## src/rtl/zx_video.sv

```systemverilog
// Spectrum display generator: video timing, screen RAM fetch, RGBI serialiser, IRQ and contention.
// Defining ZX_VIDEO_FLOATBUS_EN adds the fb floating-bus output.
module zx_video #(
  parameter int unsigned HBLANK_START = 320,
  parameter int unsigned HSYNC_START  = 344,
  parameter int unsigned VSYNC_LINE   = 248
) (
  input  logic        clock,
  input  logic        reset,
  input  logic        ce,
  input  logic        model,
  input  logic [2:0]  border,
  output logic        vce,
  output logic [12:0] va,
  input  logic [7:0]  vq,
  output logic        hsync,
  output logic        vsync,
  output logic        hblank,
  output logic        vblank,
  output logic        r,
  output logic        g,
  output logic        b,
  output logic        i,
  output logic        irq,
  output logic        contend
`ifdef ZX_VIDEO_FLOATBUS_EN
  ,
  output logic [7:0]  fb
`endif
);

  localparam logic [8:0] HBlankLo = 9'(HBLANK_START);
  localparam logic [8:0] HBlankHi = 9'(HBLANK_START + 96);
  localparam logic [8:0] HSyncLo  = 9'(HSYNC_START);
  localparam logic [8:0] HSyncHi  = 9'(HSYNC_START + 32);
  localparam logic [8:0] VSyncLo  = 9'(VSYNC_LINE);
  localparam logic [8:0] VSyncHi  = 9'(VSYNC_LINE + 4);
  localparam logic [8:0] VBlankHi = 9'(VSYNC_LINE + 8);

  logic [8:0]  h_count_q, h_count_d, v_count_q, v_count_d, h_max, v_max;
  logic        h_wrap, v_wrap, fetch, disp, hblank_d, vblank_d, pix;
  logic [2:0]  slot;
  logic [4:0]  col;
  logic [7:0]  line;
  logic [7:0]  bitmap_q, attr_q, shift_q, attr_disp_q;
  logic [4:0]  frame_q;
  logic [12:0] va_q;
  logic [2:0]  rgb_d, rgb_q;
  logic        i_d, i_q;
  logic        hsync_q, vsync_q, hblank_q, vblank_q, irq_q, contend_q;

  // Counters beyond the current model's maximum (after a model switch) wrap on the next ce.
  always_comb begin
    h_max     = model ? 9'd455 : 9'd447;
    v_max     = model ? 9'd310 : 9'd311;
    h_wrap    = h_count_q >= h_max;
    v_wrap    = (v_count_q > v_max) || (h_wrap && (v_count_q >= v_max));
    h_count_d = h_wrap ? 9'd0 : h_count_q + 9'd1;
    if (v_wrap) begin
      v_count_d = 9'd0;
    end else if (h_wrap) begin
      v_count_d = v_count_q + 9'd1;
    end else begin
      v_count_d = v_count_q;
    end
  end

  assign slot     = h_count_q[2:0];
  assign col      = h_count_q[7:3];
  assign line     = v_count_q[7:0];
  assign fetch    = (v_count_q < 9'd192) && (h_count_q < 9'd256);
  assign disp     = (v_count_q < 9'd192) && (h_count_q >= 9'd8) && (h_count_q < 9'd264);
  assign hblank_d = (h_count_q >= HBlankLo) && (h_count_q < HBlankHi);
  assign vblank_d = (v_count_q >= VSyncLo) && (v_count_q < VBlankHi);

  always_comb begin
    vce = 1'b0;
    va  = va_q;
    if (reset) begin
      va = '0;
    end else if (fetch && (slot == 3'd0)) begin
      vce = ce;
      va  = {line[7:6], line[2:0], line[5:3], col};
    end else if (fetch && (slot == 3'd2)) begin
      vce = ce;
      va  = {3'b110, line[7:3], col};
    end
  end

  assign pix = shift_q[7] ^ (attr_disp_q[7] & frame_q[4]);

  always_comb begin
    rgb_d = border;
    i_d   = 1'b0;
    if (hblank_d || vblank_d) begin
      rgb_d = 3'b000;
    end else if (disp) begin
      rgb_d = pix ? attr_disp_q[2:0] : attr_disp_q[5:3];
      i_d   = attr_disp_q[6];
    end
  end

  always_ff @(posedge clock) begin
    if (reset) begin
      h_count_q   <= '0;
      v_count_q   <= '0;
      frame_q     <= '0;
      va_q        <= '0;
      bitmap_q    <= '0;
      attr_q      <= '0;
      shift_q     <= '0;
      attr_disp_q <= '0;
      rgb_q       <= '0;
      i_q         <= 1'b0;
      hsync_q     <= 1'b0;
      vsync_q     <= 1'b0;
      hblank_q    <= 1'b0;
      vblank_q    <= 1'b0;
      irq_q       <= 1'b1;
      contend_q   <= 1'b0;
    end else if (ce) begin
      h_count_q <= h_count_d;
      v_count_q <= v_count_d;
      if (v_wrap) frame_q <= frame_q + 5'd1;
      va_q <= va;
      if (fetch && (slot == 3'd1)) bitmap_q <= vq;
      if (fetch && (slot == 3'd3)) attr_q <= vq;
      // Loading the next column wins over the shift on the column's last pixel.
      if (fetch && (slot == 3'd7)) begin
        shift_q     <= bitmap_q;
        attr_disp_q <= attr_q;
      end else begin
        shift_q <= {shift_q[6:0], 1'b0};
      end
      rgb_q     <= rgb_d;
      i_q       <= i_d;
      hsync_q   <= (h_count_q >= HSyncLo) && (h_count_q < HSyncHi);
      vsync_q   <= (v_count_q >= VSyncLo) && (v_count_q < VSyncHi);
      hblank_q  <= hblank_d;
      vblank_q  <= vblank_d;
      irq_q     <= !((v_count_q == VSyncLo) && (h_count_q < 9'd64));
      contend_q <= fetch && (slot <= 3'd5);
    end
  end

  assign {g, r, b} = rgb_q;
  assign i         = i_q;
  assign hsync     = hsync_q;
  assign vsync     = vsync_q;
  assign hblank    = hblank_q;
  assign vblank    = vblank_q;
  assign irq       = irq_q;
  assign contend   = contend_q;

`ifdef ZX_VIDEO_FLOATBUS_EN
  always_comb begin
    fb = 8'hFF;
    if (!reset && fetch) begin
      case (slot)
        3'd1, 3'd3: fb = vq;
        3'd2:       fb = bitmap_q;
        3'd4:       fb = attr_q;
        default:    fb = 8'hFF;
      endcase
    end
  end
`endif

endmodule

```

## config.mk

```make
export PLATFORM = sky130hd
export DESIGN_NAME = zx_video
export DESIGN_NICKNAME = d
export VERILOG_FILES = /design/src/rtl/zx_video.sv
export SDC_FILE = /design/constraint.sdc
export NUM_CORES = 1
export LEC_CHECK = 0
export ABC_AREA = 1
export BUFFER_PORTS_ARGS = -buffer_cell sky130_fd_sc_hd__buf_2
export CORE_MARGIN = 1.5
export CORE_UTILIZATION = 33
export DETAILED_ROUTE_END_ITERATION = 7
export PLACE_DENSITY = 0.5
export SLEW_MARGIN = 20
export SYNTH_ARGS = -nofsm -noshare
export SYNTH_HDL_FRONTEND = slang
export SYNTH_SLANG_ARGS = --single-unit
```

## constraint.sdc

```tcl
create_clock -name clock -period 2 [get_ports clock]
set_input_delay 0.4 -clock clock [delete_from_list [all_inputs] [get_ports clock]]
set_output_delay 0.4 -clock clock [all_outputs]
set_load 0.03 [all_outputs]
```

==> summary.txt <==
Outcome
  – Status: complete, but fails checks
  – Violated checks: setup timing

Yosys
  – Top post-synthesis cells by count: 108 x nand2_1, 85 x nor2_1, 78 x dfxtp_1, 65 x inv_1, 60 x nand3_1
  – Synth Instances: 565
  – Synth Register Bits: 78
  – Synth Net Count: 594
  – Ys Warns: 0
  – Mapped Avg Cell Area: ~7 µm²
  – EDFF count, synth: 0
  – Count leader, synth: nand2_1
  – Synthesized area: approximately 0.0039 mm²
  – Post-synthesis cell type count: 35
  – Main synth FF type: dfxtp_1
  – Share of the synthesized area in the top cell type: 39.95%
  – Post-synthesis sequential area ratio: between 30 and 40%
  – Post-synth ARST share: 0%
  – Synth area leaders: dfxtp_1 40%, nand2_1 10%, nor2_1 8.2%, nand3_1 7.7%, inv_1 6.2%
  – Post-synth top area cell: dfxtp_1

Die
  – Core Rows: 39
  – Die Y: about 110 µm
  – Die Area: 0.01251 mm²
  – Initial core utilization: between 30% and 40%
  – Die X: between 100 and 150 µm
  – Core box area: about 0.011 mm²
  – Top-level I/O count: 39

STA
  – Setup WS post-layout: -0.2155 ns
  – Slew Viols, Final: 0
  – Unrepaired setup endpoints after global routing: true
  – Slew HR: 70.63%
  – Fmax: 451.4 MHz
  – Final setup fails: 14
  – Setup tns final: -2.204 ns
  – Min Tclk post-route: between 2 and 2.5 ns
  – Final period util: 110.8%
  – Max Clock Skew: between 0.004 and 0.005 ns
  – Final Hold Vio Count: 0
  – Worst-Margin Slew: between 0.4 and 0.5 ns

Worst setup path
  – Nature of the critical path endpoint: output port
  – FF-to-FF End: shift_q[0]$_SDFFE_PP0P_
  – CP max FO: 6
  – R2r setup slk: roughly 0.2 ns
  – Startpoint Class: register
  – Reg2reg start: h_count_q[1]$_SDFFE_PP0P_
  – Worst endpoint required time: between 1.5 and 2 ns
  – Worst setup endpoint: va[8]
  – Setup CP Type: reg2out
  – Worst r2r path cells: 9
  – Critical path origin: v_count_q[6]$_SDFFE_PP0P_
  – Worst EP arrival: between 1.5 and 2 ns

Finish
  – Layout cells sized above 1: a little under a quarter
  – Fin nets: between 600 and 700
  – Fin area: 0.005084 mm²
  – Layout area overhead: 30.06%
  – Fill cell count: about 1200
  – Area of the multi-input gates: 0.002160 mm²
  – Non-filler cells, final: slightly below 800
  – Register area: about 0.0016 mm²
  – Antenna Cells: 0

Routing
  – Final antenna-violating net count: 0
  – Detailed-route via count: approximately 3800
  – Routed len/inst: between 10 and 15 µm
  – Routed wire length: 10590 µm
  – DR iter-0 viols: between 100 and 150
  – DRC Markers: 0
  – Pre-antenna DRT Iters: 4
  – Vias per cell: ~4.9

Placed design
  – I/O Buffers: 38
  – Dpl ws: between 0.02 and 0.03 ns
  – Final GP Congestion: approximately 0.85
  – Placement Cell Area: between 0.004 and 0.005 mm²
  – Inst Count DP: about 760
  – DP Wirelength: around 7400 µm

Global routing
  – Met2 usage: between 20% and 30%
  – Initial antenna violation count: 0
  – Grt met1 use: between 20% and 30%
  – Grt peak-use layer: met2
  – GRT Total Usage: between 10% and 20%
  – Largest net degree at the start of global routing: 32
  – Total grt overflow: 0
  – First-pass GRT wire length: between 15000 and 20000 µm
  – Met3 Track Usage GR: 5.770%
  – Vias in the first global route: about 3600

Power
  – Total chip power: 4.001 mW
  – Maximum vdd ir drop: between 600 and 700 µV
  – Power per cell area: 787.1 mW/mm²
  – Leakage: approximately 2.3 nW

Clock network
  – Clock H-tree levels: 3
  – Clk slew on worst S/H paths: approximately 0.06 ns
  – Longest Clk Path Bufs: 2
  – Worst-Skew Late Latency: 0.34 ns
  – TritonCTS sink count: slightly below 80
  – Cts hold-fix bufs: 0
  – Root Driver: clkbuf_16
  – CTS tree: yes
  – Num CTS Buffers: 9

Min path
  – HP Class: in2reg
  – Hold Crit Start: reset

Flow run
  – Maximum Capacitance Violations: 0
-- layout make-up --
class	count	share of cell area, %
clock inverters	5	1.600
clock buffers	11	4.775
inverters	69	5.095
multi-input cells	402	42.48
flip-flops and latches	78	30.86
repair buffers	77	11.67
well taps	143	3.520
-- layout by cell type, fill, tap and decap left out, types with 7 or more instances in the layout --
cell type and instances:
inv_2 11, nand2_1 104, o21ai_0 39, a21oi_1 30
o211ai_1 8, nor3_1 7, buf_4 40, nand3_1 54
buf_6 10, ha_1 12, clkbuf_16 9, buf_2 24
inv_1 57, nor2_1 83, dfxtp_1 72
-- report_power, final --
| group | leakage (nW) | switching [mW] | total, mW | internal (mW) |
|---|---|---|---|---|
| logic | 1.49 | 0.341 | 0.577 | 0.236 |
| clock network | 0.156 | 0.658 | 1.79 | 1.13 |
| registers | 0.637 | 0.0282 | 1.64 | 1.61 |
-- kinds of logic after synthesis --
group           after synthesis  synth area share, %
simple gates                284                31.34
flops                        78                39.95
compound gates               93                13.09
xor+xnor                      8                1.793
buf+inv                      88                9.347
fa+ha+maj                    14                4.481
-- flip-flops by register name, indices dropped and copies added (netlist names) --
name	count
v_count_q	9
h_count_q	9
va_q	13
irq	1
vblank	1
attr_disp_q	8
attr_q	8
shift_q	8
frame_q	5
bitmap_q	8
contend	1
i	1
rgb_q	3
hsync	1
vsync	1
hblank	1
-- routing by layer --
| metal | wire, µm | share of wire (%) |
|---|---|---|
| met4 | 109 | 1.0 |
| met1 | 4862 | 46 |
| met2 | 5106 | 48 |
| met3 | 513 | 4.8 |
| met5 | 0 | 0 |
-- how the worst min path moves through the flow --
stage / to / slack, ns / cells after the start
6_report: rgb_q[1]$_SDFFE_PP0P_ / 0.30 / 2
3_5_place_dp: attr_disp_q[1]$_SDFFE_PP0P_ / 0.45 / 2
5_1_grt: rgb_q[1]$_SDFFE_PP0P_ / 0.30 / 2
2_1_floorplan: attr_disp_q[0]$_SDFFE_PP0P_ / 0.42 / 2
3_3_place_gp: attr_disp_q[0]$_SDFFE_PP0P_ / 0.44 / 2
4_1_cts: rgb_q[1]$_SDFFE_PP0P_ / 0.29 / 2
-- repair_timing --
| action | 4_1_cts | 5_1_grt |
|---|---|---|
| pin swaps | 6 | 12 |
| setup buffers | 8 | 2 |
| cloned | 3 | 0 |
| endpoints found under the setup margin | 14 | 19 |
| resized for setup | 48 | 23 |
-- through the flow --
stage / utilization, % / hold slack (ns)
global placement: 38.54 / 0.4433
CTS: 43.55 / 0.2852
detailed placement: 38.54 / 0.4466
floorplan: - / 0.4226
global route: 44.33 / 0.2964
finish: 44.33 / 0.3012
-- critical path, cell delays in order, from the launching register on --
cell and delay, ns:
dfxtp_2 0.32, nand2_2 0.07, nand2_2 0.08, nor2_4 0.15
nand3_4 0.11, buf_12 0.15, o211ai_1 0.14, o21ai_1 0.11
nor2_1 0.15, buf_4 0.18
No activity file was read; power rests on OpenSTA's default activity.
